File: src/rtl/mul_pkg.sv
// Shared types and widths for the multiplier family.
package mul_pkg;

    typedef enum logic [1:0] {IDLE, BUSY, DONE} mul_state_t;

    localparam int MUL_WIDTH  = 16;
    localparam int PROD_WIDTH = 32;

endpackage

File: src/rtl/carry_lookahead_adder32.sv
// Library 32-bit adder: 4-bit carry-lookahead groups, group carries chained.
module carry_lookahead_adder32 (
    input  logic [31:0] A,
    input  logic [31:0] B,
    output logic [31:0] Sum,
    output logic        C0
);

    logic [31:0] g;
    logic [31:0] p;
    logic [32:0] c;

    always_comb begin
        g = A & B;
        p = A ^ B;
        c = '0;
        for (int i = 0; i < 8; i++) begin
            c[4*i+1] = g[4*i] | (p[4*i] & c[4*i]);
            c[4*i+2] = g[4*i+1] | (p[4*i+1] & g[4*i])
                     | (p[4*i+1] & p[4*i] & c[4*i]);
            c[4*i+3] = g[4*i+2] | (p[4*i+2] & g[4*i+1])
                     | (p[4*i+2] & p[4*i+1] & g[4*i])
                     | (p[4*i+2] & p[4*i+1] & p[4*i] & c[4*i]);
            c[4*i+4] = g[4*i+3] | (p[4*i+3] & g[4*i+2])
                     | (p[4*i+3] & p[4*i+2] & g[4*i+1])
                     | (p[4*i+3] & p[4*i+2] & p[4*i+1] & g[4*i])
                     | (p[4*i+3] & p[4*i+2] & p[4*i+1] & p[4*i] & c[4*i]);
        end
        Sum = p ^ c[31:0];
        C0  = c[32];
    end

endmodule

File: src/rtl/shift_add_mul_ctrl.sv
// Sequential 16x16 unsigned shift-and-add multiplier sharing one 32-bit CLA.
// Define SHIFT_ADD_EARLY_TERM_EN to leave BUSY once no multiplier bits remain.
import mul_pkg::*;

module shift_add_mul_ctrl #(
    parameter int WIDTH = MUL_WIDTH
) (
    input  logic                  clk,
    input  logic                  rst_n,
    input  logic                  in_valid,
    output logic                  in_ready,
    input  logic [WIDTH-1:0]      a,
    input  logic [WIDTH-1:0]      b,
    output logic                  out_valid,
    input  logic                  out_ready,
    output logic [PROD_WIDTH-1:0] product,
    output logic                  busy
);

    generate
        if (WIDTH != MUL_WIDTH) begin : g_width_check
            $error("shift_add_mul_ctrl: WIDTH must be 16 to match the 32-bit adder");
        end
    endgenerate

    mul_state_t state, state_next;

    logic [PROD_WIDTH-1:0] acc;
    logic [PROD_WIDTH-1:0] mcand;
    logic [PROD_WIDTH-1:0] addend;
    logic [PROD_WIDTH-1:0] sum;
    logic [WIDTH-1:0]      mplier;
    logic [3:0]            cnt;
    logic                  carry_unused;
    logic                  last_iter;

    assign addend = mplier[0] ? mcand : '0;

    // The product always fits in 32 bits, so the carry-out is never set.
    carry_lookahead_adder32 u_adder (
        .A   (acc),
        .B   (addend),
        .Sum (sum),
        .C0  (carry_unused)
    );

`ifdef SHIFT_ADD_EARLY_TERM_EN
    assign last_iter = (mplier[WIDTH-1:1] == '0) || (cnt == 4'd15);
`else
    assign last_iter = (cnt == 4'd15);
`endif

    always_ff @(posedge clk or negedge rst_n) begin
        if (!rst_n) begin
            state <= IDLE;
        end else begin
            state <= state_next;
        end
    end

    always_comb begin
        state_next = state;
        case (state)
            IDLE:    if (in_valid)  state_next = BUSY;
            BUSY:    if (last_iter) state_next = DONE;
            DONE:    if (out_ready) state_next = IDLE;
            default: state_next = IDLE;
        endcase
    end

    always_ff @(posedge clk or negedge rst_n) begin
        if (!rst_n) begin
            acc    <= '0;
            mcand  <= '0;
            mplier <= '0;
            cnt    <= '0;
        end else begin
            case (state)
                IDLE: begin
                    if (in_valid) begin
                        acc    <= '0;
                        mcand  <= {{(PROD_WIDTH-WIDTH){1'b0}}, a};
                        mplier <= b;
                        cnt    <= '0;
                    end
                end
                BUSY: begin
                    acc    <= sum;
                    mcand  <= mcand << 1;
                    mplier <= mplier >> 1;
                    cnt    <= cnt + 4'd1;
                end
                default: ;
            endcase
        end
    end

    assign in_ready  = (state == IDLE);
    assign busy      = (state == BUSY);
    assign out_valid = (state == DONE);
    assign product   = acc;

endmodule

File: config.mk
export PLATFORM = sky130hd
export DESIGN_NAME = shift_add_mul_ctrl
export DESIGN_NICKNAME = d
export VERILOG_FILES = /design/src/rtl/mul_pkg.sv /design/src/rtl/carry_lookahead_adder32.sv /design/src/rtl/shift_add_mul_ctrl.sv
export SDC_FILE = /design/constraint.sdc
export NUM_CORES = 1
export LEC_CHECK = 0
export CORE_UTILIZATION = 45
export DETAILED_ROUTE_END_ITERATION = 6
export MAX_ROUTING_LAYER = met4
export PLACE_DENSITY = 0.68
export SYNTH_ARGS = -nofsm -noshare
export SYNTH_HDL_FRONTEND = slang
export SYNTH_HIERARCHICAL = 1
export SYNTH_SLANG_ARGS = --single-unit
export TNS_END_PERCENT = 100
File: constraint.sdc
create_clock -name clk -period 7 [get_ports clk]
set_clock_uncertainty 0.2 [all_clocks]
set_input_delay 1.4 -clock clk [delete_from_list [all_inputs] [get_ports clk]]
set_output_delay 1.4 -clock clk [all_outputs]
set_load 0.03 [all_outputs]
==> results.toml, run 1 <==
[finish]
drive_gt1_frac = 0.0611
final.fill_count = 998
final_cell_count_no_fill = 713
fin_nets = 645
syn2layout_area_growth_pct = 20.0
insertedDiodeCount = 0

[clock_tree]
cts_setup_buffers = 0
cts_num_sinks = 86
cts_hold_buf = 0
cts_tree = "done"
cts.repair.resized = 0
cts-root-buf = "clkbuf_16"
clk_path_buf_depth = 2
h-tree-depth = 3
cts.clk_slew.worst_paths_ns = 0.06
clk-insertion-delay-late_ns = 0.34
cts_buffers = 9

[sta]
worst_slew_pin_slew_ns = 1.17
finalSetupTns_ns = 0
clock.fmax_mhz = 228
slew_viol_final = 0
period_share = 0.627
hold_violations = 0
max-slew-margin-rel = 0.214
setup_viol = 0
fin_crit_ns = 4.39
rsz0062_at_grt = "false"

[power]
net-switching-power_mw = 1.08
switching_share = 0.413
seqPwrFrac = 0.343
p_leak_nw = 2.77
power_frac_clock = 0.181
peakVddDrop_v = 0.000256
cellPowerDensity_nw_per_um2 = 418
intPower_mw = 1.53
combPwrFrac = 0.476

[floorplan]
core-area_sq_um = 11100
num_rows = 38
die-height_um = 110
die_area_sq_um = 12000
ios = 71
die_x_um = 110
start_util = 0.471

[setup_path]
reg2reg_setup_slack_ns = 3.12
reg2reg_depth = 11
end_kind = "output pin"
startpoint_type = "flip-flop"
timing.rr.end = "product[25]"
crit_type = "reg -> out"
cp_max_fo = 78
cp.arrival_ns = 2.79
r2r_start = "mplier[0]"
worst_ep_required_time_ns = 5.40

[drt]
postRouteAntennaNets = 0
drt-wirelength-per-cell_um = 16.2
drt-total-wl_um = 11500
vias_per_cell = 5.85
drt_pass1_iterations = 7
drt_iter0_markers = 226
route.detailed.drc = 0
via_count = 4171

[grt]
gr-usage-met2 = 0.325
grt_pass1_wl_um = 19100
grtUsageMet3 = 0.0338
grt_max_degree = 79
busiest_layer = "met2"
grt.total_usage = 0.210
overflow = 0
antenna_found_initial = 0
grt_use_met1 = 0.286
grt_pass1_vias = 3967

[flow_run]
maxCapViolCount = 0

[worst_hold_path]
hp-class = "reg -> reg"
min_from = "mplier[1]"
hold_depth = 2
min_to = "mplier[1]"

[placed_design]
portBuffers = 70
placedCellCount = 697
place_congestion = 0.869
post-dp-hpwl_um = 7670

[logic_synthesis]
synth_area_per_cell_sq_um = 10.2
yosys_warnings = 6
synth_area_sq_um = 5210
synth_nets = 589
netlist_instances = 512

[outcome]
status = "completed"
through the flow:
step                      power [mW]  instance area, sq um   util  hold WS (ns)  setup slack, ns
after floorplan                 1.77                  5210      -         0.255             3.80
after global placement          2.11                  5960  0.538         0.269             3.03
after detailed placement        2.14                  5960  0.538         0.285             3.01
after CTS                       2.63                  6260  0.565         0.300             2.63
after global routing            2.81                  6260  0.565         0.326             2.49
final                           2.61                  6260  0.565         0.302             2.61
state kept, by name, summed over array words and instances, names as in the netlist:
| register | cells |
|---|---|
| mcand | 32 |
| state | 2 |
| mplier | 16 |
| cnt | 4 |
| product | 32 |
layout by cell type (no fill, tap or decap), types with 3 or more instances in the layout:
master	instances
xor2_1	12
a22o_1	49
clkinvlp_4	3
a22oi_1	28
o21ai_0	29
fa_1	8
nand3_1	8
nand2_1	16
clkdlybuf4s50_1	69
a21oi_1	48
dfrtp_1	86
a31oi_1	3
xnor2_1	10
nor2b_1	30
and2_1	34
clkbuf_16	9
ha_1	33
inv_1	10
nor2_1	13
o21bai_1	3
buf_4	7
and3b_1	3
o21ai_1	16
nand4_1	4
nor3_1	5
worst max path at each step:
stage | from | to
final | state[1] | busy
after global placement | state[1] | busy
after detailed placement | state[1] | busy
after CTS | state[1] | busy
after floorplan | mplier[0] | product[25]
after global routing | state[1] | busy
power groups by stage:
| stage | logic (mW) | clock network (mW) | registers (mW) |
|---|---|---|---|
| 4_1_cts | 1.25 | 0.481 | 0.897 |
| 2_1_floorplan | 0.786 | 0 | 0.988 |
| 3_5_place_dp | 1.24 | 0 | 0.901 |
| 5_1_grt | 1.37 | 0.505 | 0.930 |
| 3_3_place_gp | 1.21 | 0 | 0.896 |
| 6_report | 1.24 | 0.472 | 0.897 |
worst max-delay path, cell delays in order (launching register included):
cell             delay, ns
dfrtp_1               0.36
buf_4                 0.25
nand2b_2              0.26
inv_2                 0.06
buf_4                 0.64
clkdlybuf4s50_1       0.82
final cells by class:
class,count,area [sq um],area share
clock buffers,10,229,0.0366
inverters,11,41.3,0.00660
repair buffers,76,743,0.119
clock inverters,6,62.6,0.0100
well taps,140,175,0.0280
multi-input cells,384,2850,0.456
flip-flops and latches,86,2150,0.344
layer usage:
| metal | share of wire | routed length [um] |
|---|---|---|
| met5 | 0 | 0 |
| met4 | 0.012 | 137 |
| met3 | 0.045 | 518 |
| met2 | 0.46 | 5340 |
| met1 | 0.48 | 5550 |
No activity file was read; power rests on OpenSTA's default activity.
==> run 2: changes to the inputs <==
==> constraint.sdc (replaced) <==
create_clock -name clk -period 4.1 [get_ports clk]
set_clock_uncertainty 0.2 [all_clocks]
set_input_delay 0.82 -clock clk [delete_from_list [all_inputs] [get_ports clk]]
set_output_delay 0.82 -clock clk [all_outputs]
set_load 0.03 [all_outputs]
==> run 2 against run 1 <==
  * Sequential share of layout area is the same
  * Highest routed layer unchanged
  * Die area stayed put
  * Sequential cell count unchanged
  * Clock power grew 59%
  * Largest cell class unchanged
  * Combinational power grew 74%
==> results.toml, run 2 (synthesized netlist as in run 1, its figures left out) <==
[grt]
grt_pass1_wl_um = 20300
grt_pass1_vias = 4149
antenna_found_initial = 0
grt_max_degree = 78
overflow = 0
grt.total_usage = 0.226

[drt]
route.detailed.drc = 0
drt_iter0_markers = 265
vias_per_cell = 5.86
drt-wirelength-per-cell_um = 16.9
drt_pass1_iterations = 5
postRouteAntennaNets = 0
via_count = 4191
drt-total-wl_um = 12100

[worst_hold_path]
hp-class = "reg -> reg"

[placed_design]
dpl_cell_area_sq_um = 5990
place_congestion = 0.877
portBuffers = 70
post-dp-hpwl_um = 8180
place_ws_ns = 0.456
placedCellCount = 700

[finish]
syn2layout_area_growth_pct = 20.0
design_area_sq_um = 6260
final_util = 0.565
fin_nets = 648
final.fill_count = 987
drive_gt1_frac = 0.0609
final_common_cell = "dfrtp_1"
layout_common_cells = "86 x dfrtp_1, 69 x clkdlybuf4s50_1, 49 x a22o_1, 48 x a21oi_1, 34 x and2_1"
insertedDiodeCount = 0
final_cell_count_no_fill = 715

[clock_tree]
cts_tree = "done"
cts_setup_buffers = 0
cts-root-buf = "clkbuf_16"
cts_buffers = 9
h-tree-depth = 3
clk-insertion-delay-late_ns = 0.34
cts.clk_slew.worst_paths_ns = 0.06
cts_num_sinks = 86
cts.repair.resized = 0
cts_hold_buf = 0
clk_path_buf_depth = 2

[floorplan]
die-height_um = 110
num_rows = 38
die_x_um = 110
ios = 71
die_area_sq_um = 12000
core-area_sq_um = 11100
start_util = 0.471

[sta]
fin_crit_ns = 3.67
max-slew-margin-rel = 0.417
rsz0062_at_grt = "false"
slew_viol_final = 0
hold_violations = 0
period_share = 0.896
finalSetupTns_ns = 0
setup_viol = 0
worst_slew_pin_slew_ns = 0.875
finalWorstSetupSlack_ns = 0.425
clock.fmax_mhz = 272

[setup_path]
crit_type = "reg -> reg"
cp_top_family = "compound AO/OA/AOI/OAI gates"
startpoint_type = "flip-flop"
crit_end = "product[25]"
cp_slowest_cell = "dfrtp_1"
critPathMaxStageDelay_ns = 0.55
cp.depth = 11
end_kind = "flip-flop"
critPathLaunch = "mplier[0]"
crit_buf_inv = 0
cp_max_fo = 19
cp_common_cell = "a21oi_1"
timing.rr.end = "product[25]"
reg2reg_depth = 11
cp.arrival_ns = 3.70
cp_cell_sequence = "and2_1 > ha_1 > a21oi_1 > o21ai_0 > a311oi_4 > o31ai_1 > a21oi_1 > o21bai_1 > fa_1 > xor2_1 > a22o_1"
reg2reg_setup_slack_ns = 0.43
worst_ep_required_time_ns = 4.13
r2r_start = "mplier[0]"

[flow_run]
maxCapViolCount = 0

[power]
cellPowerDensity_nw_per_um2 = 708
peakVddDrop_v = 0.000333
p_leak_nw = 2.79

[outcome]
status = "completed"
## run 2: worst register-to-register path: cells and delay by family (launching register included)
kind | cells | cell delay, ns
compound gates | 7 | 1.61
fa+ha+maj | 2 | 0.75
flops | 1 | 0.55
simple gates | 1 | 0.26
xor+xnor | 1 | 0.18
## run 2: worst min-delay path by stage
| stage | startpoint | to | slack [ns] | depth (start not counted) |
|---|---|---|---|---|
| after floorplan | mplier[4] | mplier[4] | 0.25 | 2 |
| after global placement | mplier[4] | mplier[4] | 0.27 | 2 |
| after detailed placement | mcand[31] | mcand[31] | 0.28 | 1 |
| after CTS | mplier[4] | mplier[4] | 0.30 | 2 |
| after global routing | mcand[31] | mcand[31] | 0.31 | 1 |
| final | mplier[4] | mplier[4] | 0.29 | 2 |
## run 2: cell type report
| cell class | count | area [sq um] | area share |
|---|---|---|---|
| Timing Repair Buffer | 79 | 766 | 0.122 |
| Multi-Input combinational cell | 384 | 2850 | 0.456 |
| Inverter | 11 | 41.3 | 0.00660 |
| Clock buffer | 14 | 264 | 0.0422 |
| Sequential cell | 86 | 2150 | 0.344 |
| Tap cell | 140 | 175 | 0.0280 |
| Clock inverter | 1 | 5.00 | 0.000800 |
## run 2: stage by stage
step                      hold WS, ns  power [mW]
after floorplan                 0.255        3.03
after global placement          0.270        3.61
after detailed placement        0.276        3.69
after CTS                       0.295        4.46
after global routing            0.312        4.76
final                           0.291        4.43
## run 2: power by group
| group | switching (mW) | internal, mW | leakage (nW) |
|---|---|---|---|
| clock network | 0.311 | 0.440 | 0.133 |
| registers | 0.328 | 1.19 | 1.12 |
| logic | 1.19 | 0.969 | 1.53 |
| total | 1.83 | 2.60 | 2.79 |
## run 2: routing by layer
layer | part of all wire | up-vias | routed length [um] | global-route usage
li1 | - | 2014 | - | -
met1 | 0.47 | 2057 | 5630 | 0.295
met2 | 0.48 | 104 | 5750 | 0.351
met3 | 0.041 | 16 | 499 | 0.0379
met4 | 0.018 | 0 | 217 | 0.0895
met5 | 0 | - | 0 | -
==> run 3: changes to the inputs <==
--- a/config.mk
+++ b/config.mk
@@ -5,12 +5,12 @@
 export SDC_FILE = /design/constraint.sdc
 export NUM_CORES = 1
 export LEC_CHECK = 0
+export ABC_AREA = 1
 export CORE_UTILIZATION = 45
 export DETAILED_ROUTE_END_ITERATION = 6
 export MAX_ROUTING_LAYER = met4
 export PLACE_DENSITY = 0.68
 export SYNTH_ARGS = -nofsm -noshare
 export SYNTH_HDL_FRONTEND = slang
-export SYNTH_HIERARCHICAL = 1
 export SYNTH_SLANG_ARGS = --single-unit
 export TNS_END_PERCENT = 100
==> run 3 against run 2 <==
  * First-iteration DRC count shrank 34%
  * Global-route usage decreased by 1.3 points
  * Critical path type unchanged
  * Die area down 5.4%
  * Via count fell by 2.6%
  * Synthesized cell count up 15%
  * Synthesized area down 5.5%
  * Largest power group unchanged
==> results.toml, run 3 <==
[outcome]
status = "completed"

[power]
net-switching-power_mw = 2.28
p_total_mw = 4.99
combPwrFrac = 0.555
power_frac_clock = 0.124
p_leak_nw = 3.08
intPower_mw = 2.72
switching_share = 0.456
seqPwrFrac = 0.321
cellPowerDensity_nw_per_um2 = 839
peakVddDrop_v = 0.000305

[sta]
finalSetupTns_ns = 0
setup_viol = 0
rsz0062_at_grt = "false"
period_share = 0.812
slew_viol_final = 0
finalWorstSetupSlack_ns = 0.769
hold_violations = 0
fin_crit_ns = 3.33
clock.fmax_mhz = 300
worst_slew_pin_slew_ns = 1.07
max-slew-margin-rel = 0.287
hold_ws_ns = 0.290

[finish]
final_common_cell = "nand2_1"
drive_gt1_frac = 0.0591
layout_common_cells = "178 x nand2_1, 86 x dfrtp_1, 77 x inv_1, 69 x clkdlybuf4s50_1, 32 x ha_1"
final_util = 0.569
design_area_sq_um = 5950
fin_nets = 731
seqCellArea_sq_um = 2150
syn2layout_area_growth_pct = 20.8
multi_input_area_sq_um = 2370
final_cell_count_no_fill = 796
final.fill_count = 1001
insertedDiodeCount = 0

[grt]
overflow = 0
grt_max_degree = 87
grt_pass1_vias = 4240
grt.total_usage = 0.213
grt_pass1_wl_um = 18900
antenna_found_initial = 0

[logic_synthesis]
async_reset_ff_frac = 1.00
synth_area_leaders = "dfrtp_1 44%, nand2_1 14%, ha_1 8.1%"
synth_edf_count = 0
yosysMostFrequentCell = "nand2_1"
synth_area_per_cell_sq_um = 8.33
yosysTopAreaCellShare = 0.437
yosys_warnings = 0
ys_top_cells_by_count = "178 x nand2_1, 86 x dfrtp_1, 77 x inv_1"
synth_area_sq_um = 4930
seq_area_frac_synth = 0.437
synth_nets = 667
netlist_instances = 591
ys.flop_type = "dfrtp_1"
synth-seq-cells = 86
synth.distinct_cells = 33
synth_top_area_cell = "dfrtp_1"

[floorplan]
die_area_sq_um = 11400
core-area_sq_um = 10500
die-height_um = 107
die_x_um = 107
num_rows = 37
ios = 71
start_util = 0.471

[drt]
drt_pass1_iterations = 4
vias_per_cell = 5.13
via_count = 4080
postRouteAntennaNets = 0
drt_iter0_markers = 176
drt-total-wl_um = 10600
route.detailed.drc = 0
drt-wirelength-per-cell_um = 13.3

[clock_tree]
cts_buffers = 9
cts.clk_slew.worst_paths_ns = 0.08
cts_num_sinks = 86
clk-insertion-delay-late_ns = 0.36
cts_tree = "done"
cts_hold_buf = 0
h-tree-depth = 3
cts-root-buf = "clkbuf_8"
cts.repair.resized = 0
clk_path_buf_depth = 2
cts_setup_buffers = 0

[placed_design]
dpl_cell_area_sq_um = 5750
post-dp-hpwl_um = 7390
place_congestion = 0.772
portBuffers = 70
placedCellCount = 780
place_ws_ns = 0.763

[setup_path]
end_kind = "flip-flop"
reg2reg_depth = 17
crit_type = "reg -> reg"
cp.arrival_ns = 3.40
cp_max_fo = 18
worst_ep_required_time_ns = 4.17
startpoint_type = "flip-flop"

[worst_hold_path]
hold_depth = 2
hp-class = "reg -> reg"

[flow_run]
maxCapViolCount = 0
## run 3: worst paths after layout
path	endpoint	slack (ns)	startpoint
worst max-delay path	product[28]	0.77	mplier[0]
worst min-delay path	mplier[1]	0.29	mplier[1]
worst max register to register	product[28]	0.77	mplier[0]
worst min register to register	mplier[1]	0.29	mplier[1]
max in group asynchronous	mcand[15]	2.55	rst_n
min in group asynchronous	product[1]	0.43	rst_n
## run 3: critical path, stage by stage, from the launching register on
cell and delay (ns):
dfrtp_1 0.66, buf_4 0.31, nand2_1 0.07, inv_1 0.05
ha_1 0.26, nand3_1 0.13, nor2_1 0.06, a211oi_1 0.34
nand2_4 0.12, nand2_4 0.08, nand2_4 0.06, nand2_4 0.08
nand2_4 0.06, nand2_4 0.07, nand2_4 0.05, inv_2 0.07
fa_1 0.41, o22ai_1 0.16
## run 3: cell families (layout without fill, tap and decap cells)
group / Yosys count / after routing / share of synthesized area
buffers and inverters: 102 / 171 / 0.0836
adder cells (fa/ha/maj): 40 / 40 / 0.114
flip-flops: 86 / 86 / 0.437
multiplexers: 1 / 1 / 0.00203
AND/OR/NAND/NOR: 256 / 256 / 0.225
XOR/XNOR: 13 / 13 / 0.0231
AO/OA/AOI/OAI: 93 / 93 / 0.115
## run 3: cell type report
class                      count  area share
clock buffer                  13      0.0267
timing repair buffer          76       0.127
multi-input combinational    403       0.399
inverter                      79      0.0498
tap                          136      0.0286
sequential                    86       0.362
clock inverter                 3     0.00715
## run 3: per-layer routing
metal	GRT usage	vias up	share of wire	wire [um]
li1	-	2034	-	-
met1	0.285	1952	0.49	5180
met2	0.327	77	0.46	4880
met3	0.0407	17	0.039	415
met4	0.0675	0	0.013	138
met5	-	-	0	0
## run 3: power groups by stage
stage / clock network (mW) / registers (mW) / logic, mW
2_1_floorplan: 0 / 1.82 / 1.75
3_3_place_gp: 0 / 1.61 / 2.71
3_5_place_dp: 0 / 1.61 / 2.79
4_1_cts: 0.633 / 1.60 / 2.80
5_1_grt: 0.663 / 1.66 / 3.15
6_report: 0.617 / 1.60 / 2.77
